[src/rtl/serial_add16.sv]
// serial_add16 -- bit-serial adder built from one my_FA full adder and a carry flip-flop.
// Operands are captured on an accepted start and added LSB-first, one bit per clock.
// sum/cout are registered and only change when an operation completes; done pulses
// for exactly one cycle per completed operation.
// Optional build macro: SERIAL_ADD16_SUBTRACT_EN adds a 'sub' port. When sub=1 on accept,
// ~b and a carry-in of 1 are loaded, so {cout,sum} = a - b (cout=1 means no borrow).

// Single-bit full adder used as the arithmetic core of the serial adder.
module my_FA (
    input  logic A,
    input  logic B,
    input  logic Cin,
    output logic R,
    output logic Cout
);
    // Sum and carry of three single-bit inputs.
    assign R    = A ^ B ^ Cin;
    assign Cout = (A & B) | (Cin & (A ^ B));
endmodule

module serial_add16 #(
    parameter int WIDTH = 16
) (
    input  logic             clk,
    input  logic             rst,
    input  logic             start,
    input  logic [WIDTH-1:0] a,
    input  logic [WIDTH-1:0] b,
    input  logic             cin,
`ifdef SERIAL_ADD16_SUBTRACT_EN
    input  logic             sub,
`endif
    output logic             busy,
    output logic             done,
    output logic [WIDTH-1:0] sum,
    output logic             cout
);
    localparam int CW = $clog2(WIDTH);
    localparam logic [CW-1:0] CNT_LAST = CW'(WIDTH - 1);

    typedef enum logic [1:0] {
        S_IDLE = 2'd0,
        S_RUN  = 2'd1,
        S_DONE = 2'd2
    } state_t;

    state_t           state_q, state_d;
    logic [CW-1:0]    cnt_q, cnt_d;
    logic [WIDTH-1:0] a_sh_q, a_sh_d;
    logic [WIDTH-1:0] b_sh_q, b_sh_d;
    logic [WIDTH-1:0] res_sh_q, res_sh_d;
    logic             carry_q, carry_d;
    logic [WIDTH-1:0] sum_q, sum_d;
    logic             cout_q, cout_d;

    logic             fa_r;
    logic             fa_cout;
    logic             sub_sel;

`ifdef SERIAL_ADD16_SUBTRACT_EN
    assign sub_sel = sub;
`else
    assign sub_sel = 1'b0;
`endif

    // The one full adder: always looks at the current LSBs and the carry flip-flop.
    my_FA u_fa (
        .A    (a_sh_q[0]),
        .B    (b_sh_q[0]),
        .Cin  (carry_q),
        .R    (fa_r),
        .Cout (fa_cout)
    );

    // Next-state logic: operand load on accept, one bit per cycle in RUN, result commit on last bit.
    always_comb begin
        state_d  = state_q;
        cnt_d    = cnt_q;
        a_sh_d   = a_sh_q;
        b_sh_d   = b_sh_q;
        res_sh_d = res_sh_q;
        carry_d  = carry_q;
        sum_d    = sum_q;
        cout_d   = cout_q;

        case (state_q)
            S_IDLE, S_DONE: begin
                if (start) begin
                    state_d  = S_RUN;
                    cnt_d    = '0;
                    a_sh_d   = a;
                    b_sh_d   = sub_sel ? ~b : b;
                    carry_d  = sub_sel ? 1'b1 : cin;
                    res_sh_d = '0;
                end else begin
                    state_d = S_IDLE;
                end
            end
            S_RUN: begin
                a_sh_d   = a_sh_q >> 1;
                b_sh_d   = b_sh_q >> 1;
                res_sh_d = {fa_r, res_sh_q[WIDTH-1:1]};
                carry_d  = fa_cout;
                if (cnt_q == CNT_LAST) begin
                    // Last bit: the freshly shifted result word is the final sum.
                    state_d = S_DONE;
                    sum_d   = {fa_r, res_sh_q[WIDTH-1:1]};
                    cout_d  = fa_cout;
                end else begin
                    cnt_d = cnt_q + CW'(1);
                end
            end
            default: begin
                state_d = S_IDLE;
            end
        endcase
    end

    // State register with synchronous reset; reset also clears any visible result.
    always_ff @(posedge clk) begin
        if (rst) begin
            state_q  <= S_IDLE;
            cnt_q    <= '0;
            a_sh_q   <= '0;
            b_sh_q   <= '0;
            res_sh_q <= '0;
            carry_q  <= 1'b0;
            sum_q    <= '0;
            cout_q   <= 1'b0;
        end else begin
            state_q  <= state_d;
            cnt_q    <= cnt_d;
            a_sh_q   <= a_sh_d;
            b_sh_q   <= b_sh_d;
            res_sh_q <= res_sh_d;
            carry_q  <= carry_d;
            sum_q    <= sum_d;
            cout_q   <= cout_d;
        end
    end

    assign busy = (state_q == S_RUN);
    assign done = (state_q == S_DONE);
    assign sum  = sum_q;
    assign cout = cout_q;
endmodule

[config.mk]
export PLATFORM = sky130hd
export DESIGN_NAME = serial_add16
export DESIGN_NICKNAME = d
export VERILOG_FILES = /design/src/rtl/serial_add16.sv
export SDC_FILE = /design/constraint.sdc
export NUM_CORES = 1
export LEC_CHECK = 0
export CAP_MARGIN = 20
export CELL_PAD_IN_SITES_DETAIL_PLACEMENT = 1
export CELL_PAD_IN_SITES_GLOBAL_PLACEMENT = 2
export CORE_ASPECT_RATIO = 1.75
export CORE_MARGIN = 4
export CORE_UTILIZATION = 30
export CTS_CLUSTER_SIZE = 25
export DETAILED_ROUTE_END_ITERATION = 8
export PLACE_DENSITY = 0.83
export SKIP_CTS_REPAIR_TIMING = 1
export SYNTH_ARGS = -nofsm -noshare
export SYNTH_HDL_FRONTEND = slang
export SYNTH_HIERARCHICAL = 1
export SYNTH_SLANG_ARGS = --single-unit
[constraint.sdc]
create_clock -name clk -period 1.95 [get_ports clk]
set_clock_uncertainty 0.15 [all_clocks]
set_input_delay 0.195 -clock clk [delete_from_list [all_inputs] [get_ports clk]]
set_output_delay 0.195 -clock clk [all_outputs]
set_load 0.005 [all_outputs]
==> reports/results.env, run 1 <==
ROW_COUNT=46
YS.WARNINGS.COUNT=6
RELSLEWSLACK=0.673
GRT_FIRST_PASS_WIRELENGTH_UM=12200
MAX_CAP_VIOLATIONS=0
CRITICAL_PATH_LAUNCH_POINT_TYPE='register'
CLOCK_SINK_COUNT=71
REGTOREGENDPOINT='sum[14]$_SDFFE_PP0P_'
POWER.SHARE.SEQUENTIAL=0.406
SYNTH-SEQ-CELLS=71
SETUP_TOTAL_NEGATIVE_SLACK_NS=0
AREA_USED_BY_MULTI_INPUT_COMBINATIONAL_LOGIC_UM2=1230
FINAL_NET_COUNT=409
SYNTH_COMMONEST_CELLS='79 x sky130_fd_sc_hd__nand2_1, 71 x sky130_fd_sc_hd__dfxtp_1, 32 x sky130_fd_sc_hd__nor2_1'
SYNTHESIS.NETS=364
STARTING_DENSITY=0.311
YOSYSSEQAREASHARE=0.500
SETUP_VIOL=0
POSTSYNTHAREAPERCELL_UM2=8.72
CLOCK_PIN_SLEW_WORST_SETUP_AND_HOLD_PATHS_NS=0.06
DRT-INITIAL-DRC-COUNT=92
VIASPERCELL=5.08
FINAL_MIN_PERIOD_OVER_CLOCK_PERIOD=0.916
TIMING.HOLD.WORST.START='rst'
SYNTH_TOP_FLOP_CELL='sky130_fd_sc_hd__dfxtp_1'
POST-SYNTH-TOP-COUNT-CELL='sky130_fd_sc_hd__nand2_1'
ROUTED_WL_UM=7310
R2R.WORST_PATH.CELLS=4
CRITPATHCAPTURETYPE='output port'
H-TREE-DEPTH=3
WHS_PATH_DEPTH=2
INTERNAL-POWER_mW=3.01
FIRST_PASS_ITERS=4
POWER.DENSITY_CELL_AREA_nW_PER_UM2=1010
CRITPATHTOPFAMILY='buffers and inverters'
SYNTHDOMINANTAREACELLTYPE='sky130_fd_sc_hd__dfxtp_1'
SWITCHINGPOWER_mW=0.849
DIE-WIDTH_UM=81.6
TRITONCTS_CLOCK_TREE='done'
GRT_PASS1_VIAS=2585
ACHIEVABLE-FREQUENCY_MHz=560
AREA.SEQUENTIAL_UM2=1420
SWSHARE=0.220
SHARE_COMB_OF_TOTAL_POWER=0.098
ROOT_BUFFER='sky130_fd_sc_hd__clkbuf_16'
RSZ0062_AT_GRT='false'
FINALHOLDVIOLATIONS=0
NUM-FILL-CELLS=1060
YOSYS.AREA.TOP_TYPE_SHARE=0.500
CP_NUM_BUF_INV=2
HOLD_PATH_CLASS='primary input to register'
ANTENNA_VIOLATING_NETS_POST_ROUTE=0
DIE_Y_UM=137
DIE_FOOTPRINT_UM2=11200
LAYOUT-DRIVE-GT1-SHARE=0.0931
CPPEAKSTAGEDELAY_NS=0.50
OUTCOME='complete, no violations'
CLOCK_TREE.BUFFER_DEPTH=2
TIGHTEST_SLEW_NS=0.491
AREA_GROWTH_FROM_SYNTHESIS_TO_LAYOUT_PCT=34.4
GRT.TOTAL_USAGE=0.142
NUMCTSBUFFERS=9
POWER.LEAKAGE_nW=1.39
WORST_HOLD_PATH.ENDPOINT='state_q[0]$_SDFFE_PP0P_'
TIMING.RR.START='cnt_q[0]$_SDFFE_PP0P_'
GRT_MAX_DEGREE=49
NUM_ANTENNA_CELLS=0
GRT_OVERFLOW_TOTAL=0
IO-PIN-COUNT=55
CLOCK_NETWORK_LATENCY_TO_THE_LATER_PIN_OF_THE_WORST_SKEW_PAIR_NS=0.33
SYNTH.TOP_CELLS.BY_AREA='sky130_fd_sc_hd__dfxtp_1 50%, sky130_fd_sc_hd__nand2_1 10%, sky130_fd_sc_hd__a311oi_1 9.6%'
PART_OF_THE_POWER_IN_THE_CLOCK_NETWORK=0.496
SYNTH_ENABLE_FLOP_CELLS=0
DETAILED_PLACE_HPWL_UM=5050
ROUTABILITYCONGESTION=0.778
ANTENNA_FOUND_INITIAL=0
SYNTHESIS.AREA_UM2=2840
REQUIRED_TIME_REPORTED_FOR_THE_CRITICAL_PATH_ENDPOINT_NS=1.60
PATH_CELLS='nand2b_2 -> inv_2 -> clkdlybuf4s50_1'
IR_WORST_VDD_uV=502
DRV_SLEW=0
DRC_ERRORS=0
IO_BUFFERS=54
TIMING.CRITICAL_PATH.ARRIVAL_NS=1.44
SYNTH.DISTINCT_CELLS=28
PRE_CTS_SLACK_NS=0.168
SYNTHARSTFLOPSHARE=0
SETUP.REG_TO_REG.WORST_SLACK_NS=0.23
AVERAGE_WIRE_PER_CELL_IN_THE_ROUTED_DESIGN_UM=14.7
PATH_MAX_FANOUT=4
LAYOUT_MIN_CYCLE_TIME_NS=1.79
SETUP_SLACK_NS=0.164
DESIGN.CORE.AREA_UM2=9150
SYN_INST=326
CRITICAL-PATH-SLOWEST-CELL='sky130_fd_sc_hd__clkdlybuf4s50_1'
DR_TOTAL_VIAS=2519
CRITICAL_PATH_CLASS='register to output port'
## cell families after synthesis
kind of cell	synth area share
AOI/OAI and AO/OA	0.209
buffers and inverters	0.0691
and+or+nand+nor	0.210
DFF	0.500
adders and majority gates	0.0114
## layer usage
metal	share of wire	routed length, µm	track usage	vias up
met5	0	0	0	-
met4	0.019	137	0.0638	0
met3	0.044	324	0.0349	12
met2	0.52	3830	0.244	59
met1	0.41	3020	0.163	1213
li1	-	-	-	1235
## state kept, by name, summed over array words and instances (netlist names)
| signal | flops |
|---|---|
| b_sh_q | 16 |
| cnt_q | 4 |
| sum | 16 |
| res_sh_q | 15 |
| cout | 1 |
| carry_q | 1 |
| a_sh_q | 16 |
| state_q | 2 |
## worst max path at each step
stage / to / start / cells past startpoint / slack [ns]
final: busy / state_q[0]$_SDFFE_PP0P_ / 3 / 0.16
after global routing: busy / state_q[0]$_SDFFE_PP0P_ / 3 / 0.10
after CTS: busy / state_q[0]$_SDFFE_PP0P_ / 3 / 0.13
after detailed placement: a_sh_q[4]$_SDFFE_PP0P_ / start / 5 / 0.17
after global placement: b_sh_q[8]$_SDFFE_PP0P_ / start / 5 / 0.25
after floorplan: sum[5]$_SDFFE_PP0P_ / cnt_q[0]$_SDFFE_PP0P_ / 6 / 0.42
## power groups by stage
stage	combinational (mW)	sequential, mW	clock, mW
2_1_floorplan	0.239	1.58	0
3_3_place_gp	0.375	1.59	0
3_5_place_dp	0.384	1.60	0
4_1_cts	0.386	1.57	1.97
5_1_grt	0.425	1.57	2.03
6_report	0.378	1.57	1.92
## cells in the final DEF, fill, tap and decap left out, types with 2 or more instances in the layout
| cell type | count |
|---|---|
| sky130_fd_sc_hd__a21oi_1 | 23 |
| sky130_fd_sc_hd__a22o_1 | 15 |
| sky130_fd_sc_hd__a311oi_1 | 31 |
| sky130_fd_sc_hd__buf_12 | 3 |
| sky130_fd_sc_hd__buf_4 | 8 |
| sky130_fd_sc_hd__bufinv_16 | 3 |
| sky130_fd_sc_hd__clkbuf_16 | 9 |
| sky130_fd_sc_hd__clkbuf_8 | 2 |
| sky130_fd_sc_hd__clkdlybuf4s50_1 | 53 |
| sky130_fd_sc_hd__dfxtp_1 | 71 |
| sky130_fd_sc_hd__nand2_1 | 79 |
| sky130_fd_sc_hd__nand2b_2 | 2 |
| sky130_fd_sc_hd__nand3_1 | 21 |
| sky130_fd_sc_hd__nor2_1 | 32 |
| sky130_fd_sc_hd__o211ai_1 | 3 |
| sky130_fd_sc_hd__o21ai_0 | 2 |
| sky130_fd_sc_hd__or3_1 | 2 |
## metrics by stage
step,utilization,cells,total power [mW],hold WS [ns],area [µm²]
global placement,0.378,480,1.97,0.305,3460
detailed placement,0.378,480,1.98,0.315,3460
CTS,0.417,496,3.92,0.0349,3820
global route,0.417,496,4.03,0.0447,3820
floorplan,-,326,1.82,0.181,2840
finish,0.417,496,3.86,0.0434,3820
## cell type report
class / instances / share of cell area
timing repair buffer: 65 / 0.172
sequential: 71 / 0.372
tap: 120 / 0.0393
inverter: 1 / 0.000983
multi-input combinational: 223 / 0.322
clock inverter: 5 / 0.0272
clock buffer: 11 / 0.0662
Note: power is estimated with default switching activity, not from simulation.
==> run 2, diff against run 1 <==
--- a/config.mk
+++ b/config.mk
@@ -11,7 +11,7 @@
 export CORE_ASPECT_RATIO = 1.75
 export CORE_MARGIN = 4
 export CORE_UTILIZATION = 30
-export CTS_CLUSTER_SIZE = 25
+export CTS_CLUSTER_SIZE = 30
 export DETAILED_ROUTE_END_ITERATION = 8
 export PLACE_DENSITY = 0.83
 export SKIP_CTS_REPAIR_TIMING = 1
==> results of run 2 <==
Final layout, timing and power as in run 1 (identical DEF).
==> run 3, diff against run 2 <==
--- a/config.mk
+++ b/config.mk
@@ -5,14 +5,16 @@
 export SDC_FILE = /design/constraint.sdc
 export NUM_CORES = 1
 export LEC_CHECK = 0
+export ABC_AREA = 1
 export CAP_MARGIN = 20
 export CELL_PAD_IN_SITES_DETAIL_PLACEMENT = 1
 export CELL_PAD_IN_SITES_GLOBAL_PLACEMENT = 2
 export CORE_ASPECT_RATIO = 1.75
 export CORE_MARGIN = 4
-export CORE_UTILIZATION = 30
+export CORE_UTILIZATION = 29
 export CTS_CLUSTER_SIZE = 30
 export DETAILED_ROUTE_END_ITERATION = 8
+export GPL_ROUTABILITY_DRIVEN = 0
 export PLACE_DENSITY = 0.83
 export SKIP_CTS_REPAIR_TIMING = 1
 export SYNTH_ARGS = -nofsm -noshare
==> reports/results.env, run 3 <==
SHARE_COMB_OF_TOTAL_POWER=0.112  # +0.014
H-TREE-DEPTH=3  # unchanged
IO_BUFFERS=54  # unchanged
GRT_MAX_DEGREE=50  # +2.0%
CLOCK_NETWORK_LATENCY_TO_THE_LATER_PIN_OF_THE_WORST_SKEW_PAIR_NS=0.32  # about the same
FINALHOLDVIOLATIONS=0  # unchanged
SWITCHINGPOWER_mW=0.846  # -0.35%
AVERAGE_WIRE_PER_CELL_IN_THE_ROUTED_DESIGN_UM=14.6  # -0.70%
ACHIEVABLE-FREQUENCY_MHz=564  # +0.71%
DETAILED_PLACE_HPWL_UM=5200  # +3.0%
PATH_MAX_FANOUT=4  # unchanged
SYNTHESIS.NETS=400  # +9.9%
SYNTHDOMINANTAREACELLTYPE='sky130_fd_sc_hd__dfxtp_1'
CRITPATHTOPFAMILY='buffers and inverters'
MET2WIRELENGTH_UM=4020  # +5.0%
CRITICAL_PATH_CLASS='register to output port'
SYNTH.TOP_CELLS.BY_AREA='sky130_fd_sc_hd__dfxtp_1 50%, sky130_fd_sc_hd__nor3_1 11%, sky130_fd_sc_hd__nand3_1 7.5%'
TRITONCTS_CLOCK_TREE='done'
VIASPERCELL=4.90  # -3.6%
CLOCK_PIN_SLEW_WORST_SETUP_AND_HOLD_PATHS_NS=0.05  # about the same
DRT-INITIAL-DRC-COUNT=120  # +30%
SYNTHARSTFLOPSHARE=0  # unchanged
ROUTE.LAYER.MET1.WL_UM=3330  # +10%
CPPEAKSTAGEDELAY_NS=0.53  # +0.03 ns
CLOCK_SINK_COUNT=71  # unchanged
TIGHTEST_SLEW_NS=0.314  # -0.177 ns
CP_NUM_BUF_INV=2  # unchanged
GRT.TOTAL_USAGE=0.149  # +0.00702
YS.WARNINGS.COUNT=6  # unchanged
POWER.LEAKAGE_nW=1.41  # +1.6%
NUMCTSBUFFERS=9  # unchanged
MAX_CAP_VIOLATIONS=0  # unchanged
TOP_SIGNAL_LAYER_USED='met4'
CLOCK_TREE.BUFFER_DEPTH=2  # unchanged
OUTCOME='complete, no violations'
STARTING_DENSITY=0.298  # -0.0129
SYNTH-SEQ-CELLS=71  # unchanged
RSZ0062_AT_GRT='false'
ANTENNA_VIOLATING_NETS_POST_ROUTE=0  # unchanged
POWER.DENSITY_CELL_AREA_nW_PER_UM2=961  # -4.9%
FIRST_PASS_ITERS=4  # unchanged
DIE-WIDTH_UM=82.5  # +1.2%
POWER.SHARE.SEQUENTIAL=0.438  # +0.032
FINAL_MIN_PERIOD_OVER_CLOCK_PERIOD=0.910  # -0.00647
ROOT_BUFFER='sky130_fd_sc_hd__clkbuf_16'
LAYOUT-DRIVE-GT1-SHARE=0.0775  # -0.0156
MET3WIRELENGTH_UM=358  # +10%
SETUP.REG_TO_REG.WORST_SLACK_NS=0.35  # +0.12 ns
NUM_ANTENNA_CELLS=0  # unchanged
DR_TOTAL_VIAS=2620  # +4.0%
ROW_COUNT=47  # +2.2%
POST-SYNTH-TOP-COUNT-CELL='sky130_fd_sc_hd__dfxtp_1'
YOSYS.AREA.TOP_TYPE_SHARE=0.504  # +0.00422
SETUP_TOTAL_NEGATIVE_SLACK_NS=0  # unchanged
HOLD_PATH_CLASS='register to register'
SYNTH_ENABLE_FLOP_CELLS=0  # unchanged
GRT_FIRST_PASS_WIRELENGTH_UM=13300  # +8.6%
GRT_PASS1_VIAS=2755  # +6.6%
PATH_CELLS='inv_2 -> nor2_4 -> clkdlybuf4s50_1'
CRITPATHCAPTURETYPE='output port'
ANTENNA_FOUND_INITIAL=0  # unchanged
SYNTH_TOP_FLOP_CELL='sky130_fd_sc_hd__dfxtp_1'
IO-PIN-COUNT=55  # unchanged
REQUIRED_TIME_REPORTED_FOR_THE_CRITICAL_PATH_ENDPOINT_NS=1.60  # about the same
DIE_FOOTPRINT_UM2=11400  # +2.4%
LAYOUT.CELLS.MOST_COMMON='sky130_fd_sc_hd__dfxtp_1'
INTERNAL-POWER_mW=2.76  # -8.2%
GRT_OVERFLOW_TOTAL=0  # unchanged
SYNTH.DISTINCT_CELLS=23  # -18%
SETUP_VIOL=0  # unchanged
AREA_GROWTH_FROM_SYNTHESIS_TO_LAYOUT_PCT=33.3
YOSYSSEQAREASHARE=0.504  # +0.00422
DESIGN.CORE.AREA_UM2=9470  # +3.5%
CRITICAL_PATH_LAUNCH_POINT_TYPE='register'
PART_OF_THE_POWER_IN_THE_CLOCK_NETWORK=0.451  # -0.045
SWSHARE=0.234  # +0.0144
IR_WORST_VDD_uV=453  # -9.8%
DIE_Y_UM=138  # +1.2%
SYN_INST=362  # +11%
CRITICAL-PATH-SLOWEST-CELL='sky130_fd_sc_hd__clkdlybuf4s50_1'
TOP_LIBRARY_CELLS_BY_USAGE_IN_THE_LAYOUT_FILL_AND_TAPS_ASIDE='71 x sky130_fd_sc_hd__dfxtp_1, 62 x sky130_fd_sc_hd__nor3_1, 54 x sky130_fd_sc_hd__clkdlybuf4s50_1'
HOLD-WORST-SLACK_NS=0.317  # +0.273 ns
TIMING.CRITICAL_PATH.ARRIVAL_NS=1.43  # about the same
ROUTED_WL_UM=7830  # +7.1%
SYNTH_COMMONEST_CELLS='71 x sky130_fd_sc_hd__dfxtp_1, 62 x sky130_fd_sc_hd__nor3_1, 53 x sky130_fd_sc_hd__nand2_1'
FINAL_NET_COUNT=447  # +9.3%
LAYOUT_MIN_CYCLE_TIME_NS=1.77  # -0.0126 ns
POSTSYNTHAREAPERCELL_UM2=7.78  # -11%
SYNTHESIS.AREA_UM2=2820  # -0.84%
DRC_ERRORS=0  # unchanged
DRV_SLEW=0  # unchanged
RELSLEWSLACK=0.791  # +0.118
-- run 3: through the flow --
| step | setup WS [ns] | cell area, µm² | power [mW] | util | cells |
|---|---|---|---|---|---|
| floorplan | 0.550 | 2820 | 1.85 | - | 362 |
| global route | 0.0713 | 3760 | 3.80 | 0.397 | 535 |
| finish | 0.176 | 3760 | 3.61 | 0.397 | 535 |
| CTS | 0.145 | 3760 | 3.67 | 0.397 | 535 |
| global placement | 0.354 | 3460 | 2.00 | 0.365 | 520 |
| detailed placement | 0.267 | 3460 | 2.02 | 0.365 | 520 |
-- run 3: final timing paths --
check	from	endpoint	cells after the start
max	state_q[0]$_SDFFE_PP0P_	busy	3
min	res_sh_q[8]$_SDFFE_PP0P_	sum[7]$_SDFFE_PP0P_	2
max reg2reg	cnt_q[0]$_SDFFE_PP0P_	sum[14]$_SDFFE_PP0P_	7
min reg2reg	res_sh_q[8]$_SDFFE_PP0P_	sum[7]$_SDFFE_PP0P_	2
-- run 3: layer usage --
metal	global-route usage	vias up
met5	0	-
met4	0.0465	0
met3	0.0469	9
met2	0.247	44
met1	0.180	1254
li1	-	1313
-- run 3: power by group through the flow --
stage,logic [mW],clock network [mW],registers (mW)
after floorplan,0.255,0,1.60
after global placement,0.397,0,1.61
after detailed placement,0.409,0,1.61
after CTS,0.413,1.68,1.58
after global routing,0.456,1.75,1.59
final,0.403,1.63,1.58
-- run 3: worst reg2reg max path: cells and delay by family (launching register included) --
family	cells	cell delay [ns]
DFF	1	0.40
adders and majority gates	1	0.22
and+or+nand+nor	5	0.58
buffers and inverters	1	0.20
-- run 3: kinds of logic after synthesis --
family	count (synthesis)	synth area share
buffers and inverters	35	0.0675
AOI/OAI and AO/OA	54	0.0968
and+or+nand+nor	200	0.320
DFF	71	0.504
adders and majority gates	2	0.0115
-- run 3: layout make-up --
type / count / area [µm²]
inverters: 8 / 31.3
flip-flops and latches: 71 / 1420
repair buffers: 63 / 646
clock buffers: 12 / 256
clock inverters: 3 / 42.5
fillers: 1126 / 5710
well taps: 122 / 153
multi-input cells: 256 / 1210
==> patch, RTL diff (flow settings as in run 3) <==
Register the outputs `busy` and `done`, without a reset; this adds one clock of latency there. The other outputs are not delayed to match. Comments in the files are not updated.
--- a/src/rtl/serial_add16.sv
+++ b/src/rtl/serial_add16.sv
@@ -139,8 +139,10 @@
         end
     end
 
-    assign busy = (state_q == S_RUN);
-    assign done = (state_q == S_DONE);
+    always_ff @(posedge clk) begin
+        busy <= (state_q == S_RUN);
+        done <= (state_q == S_DONE);
+    end
     assign sum  = sum_q;
     assign cout = cout_q;
 endmodule
Behaviour: not the same (a bounded check fails within 4 cycles, from zero or initial values and one cycle with rst high).
==> patch against run 3 <==
Via count rose by 0.50%; die area increased by 1.3%; largest power group unchanged; global-route usage decreased by 1.2 points; critical endpoint is now sum[3]; hold slack worse by 0.0035 ns; critical path depth increased by 4; power increased by 4.7%; area after synthesis is 1.4% higher; wire length shrank 3.9%; critical path type is now reg2reg; largest cell class unchanged; sequential cell count rose by 2; design area rose by 1.7%; worst setup slack improved by 0.19 ns.
==> patch: results (changes against run 3) <==
{| class="wikitable"
! Metric !! Value
|-
| Maximum fanout count along the critical path || 17 (was 4)
|-
| Net count reported at finish || 451 (was 447)
|-
| Capturing point of the worst reg2reg path || sum[3] (was sum[14])
|-
| Placed instance count || 524 (was 520)
|-
| Global routing usage summed across all routing layers || 13.7% (was 14.9%)
|-
| Net count after synthesis || 402 (was 400)
|-
| Per-instance average area after synthesis || 7.85 um^2 (was 7.78 um^2)
|-
| Sequential share of the synthesized area || 51.1% (was 50.4%)
|-
| Worst setup slack before clock tree synthesis || 0.213 ns (was 0.267 ns)
|-
| Final worst-path setup slack || 0.363 ns (was 0.176 ns)
|-
| VDD IR max || 0.526 mV (was 0.453 mV)
|-
| Kind of critical path || reg2reg (was reg2out)
|-
| Max stage delay cell, worst path || dfxtp_1 (was clkdlybuf4s50_1)
|-
| Run status || finished, final reports clean (unchanged)
|-
| Hpwl dp || 5320 um (was 5200 um)
|-
| Pin count of the biggest net entering global routing || 32 (was 50)
|-
| Synth top cells by count || 73 x dfxtp_1, 62 x nor3_1, 53 x nand2_1, 42 x nand3_1, 37 x nor2_1 (was 71 x dfxtp_1, 62 x nor3_1, 53 x nand2_1, 42 x nand3_1, 37 x nor2_1)
|-
| Number of DRC violations after detailed-routing iteration 0 || 91 (was 120)
|-
| Static leakage || 0.00145 uW (was 0.00141 uW)
|-
| Vias after detailed routing || 2,633 (was 2,620)
|-
| Main area contributors after synthesis || dfxtp_1 51%, nor3_1 11%, nand3_1 7.4%, nand2_1 7.0%, o21ai_0 5.3% (was dfxtp_1 50%, nor3_1 11%, nand3_1 7.5%, nand2_1 7.1%, o21ai_0 5.3%)
|-
| Relative slew margins || 79.2% (was 79.1%)
|-
| Share of async-settable or async-resettable flops after synthesis || 0% (unchanged)
|-
| Fill cell count || 1,161 (was 1,126)
|-
| Wire length reported by the detailed router || 7530 um (was 7830 um)
|-
| Top-area cell type share of the netlist area || 51.1% (was 50.4%)
|-
| Mean routed wirelength per cell || 13.9 um (was 14.6 um)
|-
| CP Data Arrival Time || 1.71 ns (was 1.43 ns)
|-
| Share of cells above drive strength 1 || 8.37% (was 7.75%)
|-
| Cell variety after synth || 23 (unchanged)
|-
| Worst path top cell family by delay || simple AND/OR/NAND/NOR gates (was buffers and inverters)
|-
| Largest stage delay, worst path || 0.40 ns (was 0.53 ns)
|-
| Wire length of the first global-routing pass || 12,800 um (was 13,300 um)
|}
## patch: cell count changes in the layout (fill, tap and decap cells not counted)
cell / run 3 / this run
buf_12: 3 / 2
buf_4: 6 / 9
bufinv_16: 1 / 2
clkbuf_8: 2 / 1
clkinv_2: 2 / 3
clkinv_4: 0 / 1
clkinvlp_4: 1 / 0
dfxtp_1: 71 / 73
## patch: cell type report
class                           count  share of cell area, %
Sequential cell                    73                   38.2
Multi-Input combinational cell    256                   31.6
Timing Repair Buffer               65                   17.0
Clock buffer                       11                   6.35
Tap cell                          122                   3.99
Clock inverter                      5                   2.06
Inverter                            8                  0.819
## patch: cell families after synthesis
| family | Yosys count | synth area share (%) |
|---|---|---|
| flops | 73 | 51.1 |
| simple gates | 200 | 31.5 |
| fa+ha+maj | 2 | 1.14 |
| compound gates | 54 | 9.54 |
| buf+inv | 35 | 6.65 |
## patch: how the worst min path moves through the flow
stage / from / to / slack, ns / cells after the start
6_report: state_q[0] / done / 0.31 / 1
5_1_grt: b[15] / b_sh_q[15] / 0.34 / 3
4_1_cts: res_sh_q[12] / sum[11] / 0.32 / 2
3_5_place_dp: res_sh_q[12] / sum[11] / 0.31 / 2
3_3_place_gp: state_q[0] / done / 0.30 / 1
2_1_floorplan: rst / res_sh_q[15] / 0.11 / 1
## patch: per-stage QoR
stage	cell area [um^2]	hold slack, ns
floorplan	2860	0.114
global placement	3500	0.300
detailed placement	3500	0.309
CTS	3820	0.320
global route	3820	0.343
finish	3820	0.313
## patch: layer usage
metal	track usage, %	wire length, um	vias up
met5	0	0	-
met4	5.94	163	0
met3	3.67	300	10
met2	25.0	4010	48
met1	14.5	3050	1248
li1	-	-	1327
## patch: report_power, final
group          internal, uW  switching [uW]
Sequential             1580            45.1
Combinational           179             222
Clock                  1150             606
